[config.mk]
export PLATFORM = sky130hd
export DESIGN_NAME = mem_port_arbiter
export DESIGN_NICKNAME = d
export VERILOG_FILES = /design/src/rtl/mem_port_arbiter_pkg.sv /design/src/rtl/mem_arb_priority.sv /design/src/rtl/mem_port_arbiter.sv
export SDC_FILE = /design/constraint.sdc
export NUM_CORES = 1
export LEC_CHECK = 0
export BUFFER_PORTS_ARGS = -buffer_cell sky130_fd_sc_hd__buf_2
export CAP_MARGIN = 20
export CORE_AREA = 2 2 106 108
export CTS_CLUSTER_DIAMETER = 200
export DETAILED_ROUTE_END_ITERATION = 8
export DIE_AREA = 0 0 108 110
export GPL_TIMING_DRIVEN = 0
export SLEW_MARGIN = 10
export SYNTH_ARGS = -nofsm -noshare
export SYNTH_HDL_FRONTEND = slang
export SYNTH_SLANG_ARGS = --single-unit
[constraint.sdc]
create_clock -name clk -period 7.2 [get_ports clk]
set_input_delay 1.08 -clock clk [delete_from_list [all_inputs] [get_ports clk]]
set_output_delay 1.08 -clock clk [all_outputs]
set_load 0.02 [all_outputs]
[src/rtl/mem_port_arbiter_pkg.sv]
// Shared types and defaults for the fetch / load-store memory port arbiter.
// The response-owner encoding is used by the top and exposed for debug.
package mem_port_arbiter_pkg;

    typedef enum logic [1:0] {
        RESP_NONE = 2'd0,
        RESP_IF   = 2'd1,
        RESP_D    = 2'd2
    } resp_owner_e;

    localparam int STARVE_MAX_DEFAULT = 4;
    localparam int DATA_W_DEFAULT     = 32;
    localparam int MASK_W             = DATA_W_DEFAULT / 8;

    function automatic int mask_width(input int data_w);
        return data_w / 8;
    endfunction

endpackage

[src/rtl/mem_arb_priority.sv]
// Combinational grant decision: data wins by default, fetch wins when the
// starvation limit is reached or when it is the only requester.
module mem_arb_priority (
    input  logic en,
    input  logic if_req,
    input  logic d_req,
    input  logic starve_hit,
    output logic if_gnt,
    output logic d_gnt
);

    always_comb begin
        if_gnt = 1'b0;
        d_gnt  = 1'b0;
        if (en) begin
            if (if_req && (!d_req || starve_hit)) begin
                if_gnt = 1'b1;
            end else if (d_req) begin
                d_gnt = 1'b1;
            end
        end
    end

endmodule

[src/rtl/mem_port_arbiter.sv]
// Single-port memory shared by fetch and load/store, one access per cycle.
// Read data returns one cycle after grant, steered by the registered owner.
module mem_port_arbiter
    import mem_port_arbiter_pkg::*;
#(
    parameter int ADDR_W     = 32,
    parameter int DATA_W     = DATA_W_DEFAULT,
    parameter int STARVE_MAX = STARVE_MAX_DEFAULT
) (
    input  logic                  clk,
    input  logic                  rst,
    input  logic                  ifReq,
    input  logic [ADDR_W-1:0]     ifAddr,
    output logic                  ifGnt,
    output logic                  ifRValid,
    output logic [DATA_W-1:0]     ifRData,
    input  logic                  dReq,
    input  logic [ADDR_W-1:0]     dAddr,
    input  logic [DATA_W-1:0]     dWData,
    input  logic [DATA_W/8-1:0]   dWMask,
    output logic                  dGnt,
    output logic                  dRValid,
    output logic [DATA_W-1:0]     dRData,
    output logic [ADDR_W-1:0]     memAddr,
    output logic                  memRstrb,
    output logic [DATA_W-1:0]     memWData,
    output logic [DATA_W/8-1:0]   memWMask,
    input  logic [DATA_W-1:0]     memRData,
    output logic [1:0]            dbg_resp_owner
);

    localparam int MW = mask_width(DATA_W);

    resp_owner_e         resp_owner_q, resp_owner_d;
    logic [3:0]          starve_cnt_q, starve_cnt_d;
    logic [ADDR_W-1:0]   mem_addr_q, mem_addr_d;
    logic                arb_en;
    logic                starve_hit;
    logic                if_gnt;
    logic                d_gnt;
    logic                mem_rstrb;
    logic [MW-1:0]       mem_wmask;

    assign arb_en     = !rst;
    assign starve_hit = (starve_cnt_q == 4'(STARVE_MAX));

    mem_arb_priority u_prio (
        .en         (arb_en),
        .if_req     (ifReq),
        .d_req      (dReq),
        .starve_hit (starve_hit),
        .if_gnt     (if_gnt),
        .d_gnt      (d_gnt)
    );

    // Idle cycles keep the last driven address so the memory bus stays quiet.
    always_comb begin
        mem_addr_d   = mem_addr_q;
        mem_rstrb    = 1'b0;
        mem_wmask    = '0;
        resp_owner_d = RESP_NONE;
        if (if_gnt) begin
            mem_addr_d   = ifAddr;
            mem_rstrb    = 1'b1;
            resp_owner_d = RESP_IF;
        end else if (d_gnt) begin
            mem_addr_d = dAddr;
            if (dWMask == '0) begin
                mem_rstrb    = 1'b1;
                resp_owner_d = RESP_D;
            end else begin
                mem_wmask = dWMask;
            end
        end
    end

    always_comb begin
        starve_cnt_d = starve_cnt_q;
        if (!ifReq || if_gnt) begin
            starve_cnt_d = 4'd0;
        end else if (d_gnt && !starve_hit) begin
            starve_cnt_d = starve_cnt_q + 4'd1;
        end
    end

    always_ff @(posedge clk or posedge rst) begin
        if (rst) begin
            resp_owner_q <= RESP_NONE;
            starve_cnt_q <= 4'd0;
            mem_addr_q   <= '0;
        end else begin
            resp_owner_q <= resp_owner_d;
            starve_cnt_q <= starve_cnt_d;
            mem_addr_q   <= mem_addr_d;
        end
    end

    assign ifGnt          = if_gnt;
    assign dGnt           = d_gnt;
    assign memAddr        = mem_addr_d;
    assign memRstrb       = mem_rstrb;
    assign memWMask       = mem_wmask;
    assign memWData       = dWData;
    assign ifRValid       = (resp_owner_q == RESP_IF);
    assign dRValid        = (resp_owner_q == RESP_D);
    assign ifRData        = memRData;
    assign dRData         = memRData;
    assign dbg_resp_owner = resp_owner_q;

endmodule

# Word level (Yosys, flattened, before mapping)
# Index checks and enable logic that the tools add are counted.
[classes] add_sub_neg=1 eq_ne=3 muxes=18 n_reduce_logical=9
[ops] operator="$mux 32" n=2
[ops] operator="$mux 4" n=5
[ops] operator="$mux 1" n=8
[ops] operator="$mux 2" n=3
[ops] operator="$add 4x1->4 const B" n=1
[ops] operator="$eq 4x3->1 const B" n=1
[ops] operator="$logic_not 4->1" n=1
[ops] operator="$logic_not 1->1" n=3
[ops] operator="$eq 2x1->1 const B" n=1
[ops] operator="$eq 2x2->1 const B" n=1
[ops] operator="$logic_and 1x1->1" n=2
[ops] operator="$logic_or 1x1->1" n=2
[ops] operator="$reduce_bool 2->1" n=1
[totals] reg_bits=38 in_bits=136 out_inout_bits=139

# Logic depth before layout (Yosys ltp)
# Gate-level depths: netlist of the first run.
[logic_depth] ltp_word=8 ltp_mapped=7

# By module
# Synthesis of the first run repeated with hierarchy kept, for this count alone.
[hier_totals] cells_unflattened=279 area_unflattened_um2=2570.0
[modules_own_cells] mod="mem_port_arbiter" n_inst=1 cells_per_inst=274 area_each_um2=2548.7
[modules_own_cells] mod="mem_arb_priority" n_inst=1 cells_per_inst=5 area_each_um2=21.3

# Worst setup path after synthesis of the first run
# No wires, ideal clock.
[synth_timing] kind="input port to output port" from="input port rst" to="output port memAddr[10]" arrival_ns=2.780 t_required_ns=6.120 path_slack_ns=3.340 stages=4 cell_sequence="inv_1 -> o21ai_1 -> a222oi_1 -> inv_1"
[synth_via] elab_chain_len=3
[synth_lines] element="from (decl)" line="mem_port_arbiter.sv:11" text="input logic rst,"
[synth_lines] element="$mux 1" line="mem_arb_priority.sv:15" text="if (en) begin"
[synth_lines] element="$mux 32" line="mem_port_arbiter.sv:66" text="end else if (d_gnt) begin"
[synth_lines] element="$mux 32 *" line="mem_port_arbiter.sv:62" text="if (if_gnt) begin"
[synth_lines] element="to (decl)" line="mem_port_arbiter.sv:24" text="output logic [ADDR_W-1:0] memAddr,"
# Every way passes the cells marked *; elsewhere a longest branch is shown, timed or not.

# Worst setup path in the final report of the first run
# Ends and elaborated chain as after synthesis.

==> impl_results.md, run 1 <==
* # H-tree levels at 2
* Clock Latency Late Sink at 280 ps
* Drt first pass iters at 4
* Nature of the critical path startpoint: input pin
* Final-layout fill cell count at 1115
* Net Count, Synth at 440
* Gate Count Post-Synth at 302
* Worst slew margin at 61.1%
* Postcts setup bufs at 0
* Post_cts resized at 0
* Worst r2r src: starve_cnt_q[0]$_DFFE_PP0P_
* Fin crit period at 3690 ps
* Number of global-route vias before repair at 2721
* Worst slew pin tran at 580 ps
* Layout Area Growth over Synthesis at 49.4%
* Die X at 108 um
* Antenna diode count at 0
* DRT antenna net count at 0
* Residual DRC count at 0
* Worst setup startpoint: rst
* Register area at 951 um2
* IO Port Bufs at 209
* Final worst path period share at 51.2%
* Data required time of the worst path at 6120 ps
* Tot Pwr at 0.667 mW
* Initial antenna violation count at 0
* Share of layout cells above drive strength 1 at 64.4%
* Mapped cell area at 2700 um2
* Core area at 10700 um2
* Type of the worst setup path: in2out
* Average size of a mapped cell at 8.94 um2
* Fin. Hold Viols at 0
* Iter 0 DRT Violations at 129
* Pwr Density at 166 nW/um2
* #FFs+latches synth at 38
* Yosys cell types at 29
* Multi-input gate area at 853 um2
* Synth top area cells: dfrtp_1, buf_4, nand2_1
* CTS buffer count at 5
* # rows at 38
* Synth warn at 0
* Root buffer cell: clkbuf_8
* Most common cell after layout, fill and taps aside: buf_2
* Io pins at 275
* Hold Buf Count CTS at 0
* Post-Route Utilization at 37.7%
* Max Freq at 0.271 GHz
* Final setup TNS at 0 ps
* Final RePlAce weighted congestion at 0.797
* Vias per cell at 4.24
* Status: finished, final reports clean
* Max Root-Sink Buffers at 2
* GRT overflow at 0
* Final setup violation count at 0
* Worst path slowest cell: a222oi_1
* Nets@finish at 657
* Kind of cell adding the most delay to the critical path: buffers and inverters
* Die area at 11900 um2
* Drt total wl at 9.25 mm
* Maximum vdd drop at 74.7 uV
* Max-Cap Viols at 0
* Most used cell along the critical path: buf_2
* Worst setup EP type: output port
* Fin Hold WS at 508 ps
* First-pass GRT wire length at 13.4 mm
* CP peak stage delay at 350 ps
* Final HPWL DP at 7.65 mm
* Critical path buffers and inverters at 5
* Height of the die at 110 um
* Setup Skew at 4.40 ps
* Leak at 2.43 nW
* CTS clock-pin slew for the worst setup and hold paths at 70 ps
* RSZ-0062 raised after global routing: false
* Via count at 2798
* All-Layer GR Usage at 14.5%
* Post-synth top area share at 35.2%
* Max Slew Vio Count at 0
* CP max FO at 25
* Initial Util at 25.2%
* Worst hold path type: reg2reg
* CP Cell Sequence: buf_2, inv_2, buf_12, o21ai_1, a222oi_1, inv_1, buf_2
* WL/cell at 14.0 um
* CTS tree: built
* Most frequent cells in the layout: buf_2, buf_4, nand2_1
* Arr. time, crit path at 2610 ps
* Largest net degree at the start of global routing at 26
* Area leader, netlist: dfrtp_1
* Hold path start: mem_addr_q[10]$_DFF_PP0_
* Seq/Total Area, Yosys at 35.2%
* # clock sinks at 38
## layout make-up
cell class	instances	area share [%]
buffer	112	21.2
multi-input combinational	141	21.2
sequential	38	23.6
tap	140	4.35
clock inverter	1	0.124
timing repair buffer	210	26.4
inverter	11	1.02
clock buffer	7	2.14
## flip-flops by register name, indices dropped and copies added (netlist names)
name            count
mem_addr_q         32
starve_cnt_q        4
dbg_resp_owner      2
## per-layer routing
layer	vias up	share of wire (%)	wire length (um)	GRT usage [%]
met5	-	0	0	0
met4	0	0.52	48	3.02
met3	4	8.8	815	3.17
met2	142	53	4940	27.9
met1	1305	37	3440	16.5
li1	1347	-	-	-
## path summary, 6_finish.rpt
check / slack [ps] / to / depth (start not counted)
max in group asynchronous: 5920 / mem_addr_q[12]$_DFF_PP0_ / 3
worst min-delay path: 510 / mem_addr_q[10]$_DFF_PP0_ / 2
worst max-delay path: 3510 / memAddr[10] / 7
worst max register to register: 5440 / mem_addr_q[1]$_DFF_PP0_ / 7
min in group asynchronous: 820 / starve_cnt_q[3]$_DFFE_PP0P_ / 2
worst min register to register: 510 / mem_addr_q[10]$_DFF_PP0_ / 2
## where the power goes
group          switching, mW  internal (mW)
Sequential           0.00748          0.238
Combinational          0.150          0.118
Clock                 0.0759         0.0774
## per-stage QoR
stage / cells / setup WS (ps) / area, um2
after floorplan: 302 / 3340 / 2700
after global placement: 651 / 2390 / 3920
after detailed placement: 652 / 3440 / 3940
after CTS: 660 / 3430 / 4030
after global routing: 660 / 3250 / 4030
final: 660 / 3510 / 4030
## worst reg2reg max path: stages (launching register included)
cell      delay, ps
dfrtp_1         430
inv_1            70
ha_1            170
nand3b_1        110
a21oi_2         250
buf_6           180
buf_2           250
a21o_1          220
## synthesized netlist by cell type
cell / n
a21boi_1: 1
a21o_1: 24
a21oi_1: 1
a21oi_2: 1
a21oi_4: 1
a222oi_1: 8
a31oi_1: 24
and2_1: 6
and3b_2: 1
buf_2: 4
buf_4: 102
buf_6: 6
dfrtp_1: 38
ha_1: 2
inv_1: 11
nand2_1: 51
nand2b_1: 2
nand3_1: 2
nand3_4: 1
nand3b_1: 2
nor2b_1: 4
nor2b_2: 1
nor3_1: 1
nor3b_1: 1
nor4_1: 1
o21a_1: 1
o21ai_0: 2
o21ai_1: 2
or2_1: 1
## cell families after synthesis
logic type                 count (synthesis)  synth area share (%)
adders and majority gates                  2                 0.927
AOI/OAI and AO/OA                         65                  17.6
buffers and inverters                    123                  33.1
and+or+nand+nor                           74                  13.1
DFF                                       38                  35.2
Note: power is estimated with default switching activity, not from simulation.
==> run 2: changes to the inputs <==
CORE_AREA = 2 2 105 107   (was 2 2 106 108)
DIE_AREA = 0 0 107 109   (was 0 0 108 110)
clock period = 3 ns   (was 7.2 ns; I/O delays follow)
==> run 2 against run 1 <==
Compared with the run above: total power up 140%; global-route usage up 0.15 points; die area down 1.8%; via count down 0.57%; critical path type is now reg2out; largest cell class unchanged; highest routed layer unchanged.
==> impl_results.md, run 2 (synthesized netlist as in run 1, its figures left out) <==
* Status: finished, final reports clean
* Drt first pass iters at 7 (+3)
* Setup Skew at 4.86 ps (+0.462 ps)
* Residual DRC count at 0 (unchanged)
* Share of layout cells above drive strength 1 at 64.6% (+0.19 points)
* DRT antenna net count at 0 (unchanged)
* Layout Area Growth over Synthesis at 49.8%
* Die X at 107 um (-0.93%)
* First-pass GRT wire length at 13.3 mm (-0.26%)
* CP max FO at 10 (-60%)
* Clock Latency Late Sink at 280 ps (about the same)
* RSZ-0062 raised after global routing: false
* Largest net degree at the start of global routing at 21 (-19%)
* Root buffer cell: clkbuf_8
* IO Port Bufs at 209 (unchanged)
* Drt total wl at 9.38 mm (+1.4%)
* GRT overflow at 0 (unchanged)
* Pwr Density at 398 nW/um2 (+140%)
* Final setup violation count at 0 (unchanged)
* Initial Util at 25.5% (+0.23 points)
* Leak at 2.43 nW (about the same)
* Io pins at 275 (unchanged)
* Fin crit period at 2580 ps
* CTS tree: built
* Nature of the critical path startpoint: flop
* Multi-input gate area at 853 um2 (unchanged)
* Number of global-route vias before repair at 2475 (-9.0%)
* Type of the worst setup path: reg2out
* Fin Hold WS at 251 ps (-257 ps)
* Tot Pwr at 1.61 mW (+140%)
* CTS clock-pin slew for the worst setup and hold paths at 80 ps (about the same)
* Height of the die at 109 um (-0.91%)
* Antenna diode count at 0 (unchanged)
* Max Slew Vio Count at 0 (unchanged)
* Initial antenna violation count at 0 (unchanged)
* Die area at 11700 um2 (-1.8%)
* # clock sinks at 38 (unchanged)
* Hold Buf Count CTS at 0 (unchanged)
* Max Freq at 0.388 GHz
* Max Root-Sink Buffers at 2 (unchanged)
* Fin. Hold Viols at 0 (unchanged)
* Final design area excluding fillers at 4040 um2 (+0.28%)
* # H-tree levels at 2 (unchanged)
* Reg with most FFs: mem_addr_q
* Iter 0 DRT Violations at 178 (+38%)
* Post_cts resized at 0 (unchanged)
* Vias per cell at 4.22 (-0.57%)
* Most frequent cells in the layout: buf_2, buf_4, nand2_1
* Register area at 951 um2 (unchanged)
* Dpl cell area at 3950 um2 (+0.19%)
* Postcts setup bufs at 0 (unchanged)
* WL/cell at 14.2 um (+1.4%)
* CTS buffer count at 5 (unchanged)
* # rows at 38 (unchanged)
* Arr. time, crit path at 2130 ps (-480 ps)
* Worst setup EP type: output port
* Most common cell after layout, fill and taps aside: buf_2
* Worst slew margin at 58.8% (-2.3 points)
* Via count at 2782 (-0.57%)
* All-Layer GR Usage at 14.7% (+0.15 points)
* Core area at 10600 um2 (-0.89%)
* Post-Route Utilization at 38.1% (+0.44 points)
* Maximum vdd drop at 182 uV (+140%)
* Worst hold path type: in2async
* Largest register FFs at 32 (unchanged)
* Final worst path period share at 85.9%
* Nets@finish at 657 (unchanged)
* Data required time of the worst path at 2550 ps (-3570 ps)
* Worst slew pin tran at 613 ps (+33.8 ps)
* Max-Cap Viols at 0 (unchanged)
* Final HPWL DP at 7.73 mm (+1.0%)
* Final-layout fill cell count at 1098 (-1.5%)
* Final RePlAce weighted congestion at 0.814 (+2.1%)
==> run 2: final cells by class <==
class	count	share of cell area, %
clock inverters	2	0.310
flip-flops and latches	38	23.5
clock buffers	6	2.04
multi-input cells	141	21.1
repair buffers	210	26.6
inverters	11	1.02
well taps	140	4.33
plain buffers	112	21.1
==> run 2: stage by stage <==
stage	std cells	TNS [ps]	setup slack, ps
floorplan	302	0	400
global placement	651	-4420	-529
detailed placement	652	0	423
CTS	660	0	379
global route	660	0	226
finish	660	0	422
==> run 2: routing by layer <==
layer	GRT usage [%]	share of wire, %	routed length (um)	up-vias
li1	-	-	-	1348
met1	18.3	39	3700	1287
met2	26.2	51	4830	143
met3	4.12	8.6	808	4
met4	1.48	0.44	41	0
met5	0	0	0	-
==> run 2: power by group <==
group          leakage [nW]  total [mW]  internal [mW]  switching (mW)
sequential            0.479       0.590          0.572          0.0177
clock                0.0472       0.372          0.185           0.187
combinational          1.90       0.647          0.285           0.362
total                  2.43        1.61           1.04           0.567
==> run 2: path summary, 6_finish.rpt <==
path	startpoint	endpoint	slack, ps	cells after the start
min in group clk	ifAddr[0]	mem_addr_q[0]$_DFF_PP0_	380	2
max in group asynchronous	rst	mem_addr_q[12]$_DFF_PP0_	2280	3
hold reg to reg	mem_addr_q[26]$_DFF_PP0_	mem_addr_q[26]$_DFF_PP0_	510	2
setup / recovery	starve_cnt_q[0]$_DFFE_PP0P_	memAddr[8]	420	8
hold / removal	rst	starve_cnt_q[1]$_DFFE_PP0P_	250	2
setup reg to reg	starve_cnt_q[0]$_DFFE_PP0P_	mem_addr_q[8]$_DFF_PP0_	1260	7
==> run 2: worst max-delay path, stage by stage, from the launching register on <==
cell and delay [ps]:
dfrtp_1 430, inv_1 80, ha_1 180, nand3b_1 120, a21oi_2 240, buf_6 180, buf_2 250, a21o_1 180
buf_2 170
==> run 3: changes to the inputs <==
RECOVER_POWER = 50   (was unset)
==> run 3 against run 2 <==
Compared with the run above: worst hold slack gained 77 ps; setup slack hardly changed; fmax about the same; via count about the same; sequential power is essentially flat; cell count unchanged; critical path type is now in2out.
==> impl_results.md, run 3 (synthesized netlist as in run 1, its figures left out) <==
* Data required time of the worst path at 2550 ps (about the same)
* Drt total wl at 9.45 mm (+0.78%)
* Number of global-route vias before repair at 2475 (unchanged)
* Nature of the critical path startpoint: input pin
* Fin. Hold Viols at 0 (unchanged)
* Fin Hold WS at 328 ps (+76.7 ps)
* Nets@finish at 657 (unchanged)
* Worst hold path type: in2async
* CTS tree: built
* # clock sinks at 38 (unchanged)
* Layout Area Growth over Synthesis at 46.5%
* Worst path slowest cell: inv_2
* Largest net degree at the start of global routing at 21 (unchanged)
* Initial antenna violation count at 0 (unchanged)
* Initial Util at 25.5% (unchanged)
* IO Port Bufs at 209 (unchanged)
* Final-layout fill cell count at 1138 (+3.6%)
* WL/cell at 14.3 um (+0.78%)
* Most frequent cells in the layout: buf_2, buf_4, clkbuf_1
* Iter 0 DRT Violations at 179 (+0.56%)
* Most common cell after layout, fill and taps aside: buf_2
* CTS buffer count at 5 (unchanged)
* Reg with most FFs: mem_addr_q
* Clock Latency Late Sink at 280 ps (about the same)
* Final setup TNS at 0 ps (unchanged)
* CP max FO at 20 (+10)
* Antenna diode count at 0 (unchanged)
* Final RePlAce weighted congestion at 0.814 (unchanged)
* # H-tree levels at 2 (unchanged)
* Max Root-Sink Buffers at 2 (unchanged)
* CP peak stage delay at 420 ps (about the same)
* Dpl cell area at 3950 um2 (unchanged)
* Die X at 107 um (unchanged)
* All-Layer GR Usage at 14.7% (unchanged)
* Worst slew pin tran at 598 ps (-15.6 ps)
* Worst slew margin at 59.9% (+1.0 points)
* Io pins at 275 (unchanged)
* Max Freq at 0.388 GHz (about the same)
* # rows at 38 (unchanged)
* Residual DRC count at 0 (unchanged)
* Largest register FFs at 32 (unchanged)
* Final setup violation count at 0 (unchanged)
* CP Cell Sequence: clkbuf_1, inv_2, buf_16, o21ai_1, a222oi_1, inv_1, buf_2
* Die area at 11700 um2 (unchanged)
* Arr. time, crit path at 2130 ps (about the same)
* Max Slew Vio Count at 0 (unchanged)
* Worst setup EP type: output port
* Final worst path period share at 85.9% (about the same)
* Post_cts resized at 0 (unchanged)
* Core area at 10600 um2 (unchanged)
* First-pass GRT wire length at 13.3 mm (unchanged)
* Drt first pass iters at 5 (-2)
* Tot Pwr at 1.60 mW (-0.73%)
* Type of the worst setup path: in2out
* Root buffer cell: clkbuf_8
* Via count at 2784 (+0.072%)
* RSZ-0062 raised after global routing: false
* Hold Buf Count CTS at 0 (unchanged)
* Leak at 2.24 nW (-7.9%)
* Pwr Density at 404 nW/um2 (+1.5%)
* Share of layout cells above drive strength 1 at 51.2% (-13 points)
* GRT overflow at 0 (unchanged)
* Final HPWL DP at 7.73 mm (unchanged)
* CTS clock-pin slew for the worst setup and hold paths at 80 ps (about the same)
* Setup Skew at 4.77 ps (-0.0844 ps)
* Maximum vdd drop at 182 uV (about the same)
* Final design area excluding fillers at 3960 um2 (-2.2%)
* Height of the die at 109 um (unchanged)
* DRT antenna net count at 0 (unchanged)
* Vias per cell at 4.22 (about the same)
* Postcts setup bufs at 0 (unchanged)
* Status: finished, final reports clean
* Fin crit period at 2580 ps (-0.292 ps)
* Max-Cap Viols at 0 (unchanged)
run 3: cell count changes in the layout (fill, tap and decap cells not counted):
cell / previous run / this run
buf_2: 213 / 143
clkbuf_1: 0 / 70
run 3: cell type report:
class / instances / area [um2] / share of cell area, %
clock buffer: 6 / 82.6 / 2.09
inverter: 11 / 41.3 / 1.04
buffer: 112 / 853 / 21.6
multi-input combinational: 141 / 853 / 21.6
timing repair buffer: 210 / 986 / 24.9
sequential: 38 / 951 / 24.0
clock inverter: 2 / 12.5 / 0.316
tap: 140 / 175 / 4.43
run 3: path summary, 6_finish.rpt:
check / from / end / slack (ps) / depth (start not counted)
max: rst / memAddr[10] / 420 / 7
min: rst / starve_cnt_q[1]$_DFFE_PP0P_ / 330 / 2
max reg2reg: starve_cnt_q[0]$_DFFE_PP0P_ / mem_addr_q[11]$_DFF_PP0_ / 1260 / 7
min reg2reg: mem_addr_q[26]$_DFF_PP0_ / mem_addr_q[26]$_DFF_PP0_ / 510 / 2
max in group asynchronous: rst / mem_addr_q[12]$_DFF_PP0_ / 2210 / 3
min in group clk: ifAddr[0] / mem_addr_q[0]$_DFF_PP0_ / 380 / 2
run 3: per-layer routing:
metal	wire [um]	vias up	global-route usage (%)	share of wire, %
met5	0	-	0	0
met4	41	0	1.48	0.43
met3	881	4	4.12	9.3
met2	4830	145	26.2	51
met1	3700	1287	18.3	39
li1	-	1348	-	-
run 3: where the power goes:
part           switching, mW  internal, mW
logic                  0.364         0.271
clock network          0.187         0.185
registers             0.0177         0.572
total                  0.569          1.03
run 3: per-stage QoR:
stage	util (%)	setup WS (ps)	instances
2_1_floorplan	-	400	302
3_3_place_gp	37.0	-529	651
3_5_place_dp	37.2	423	652
4_1_cts	38.1	379	660
5_1_grt	37.3	136	660
6_report	37.3	422	660
run 3: critical path: cells and delay by family:
kind	cells	cell delay, ps
AOI/OAI and AO/OA	2	580
buffers and inverters	5	1100
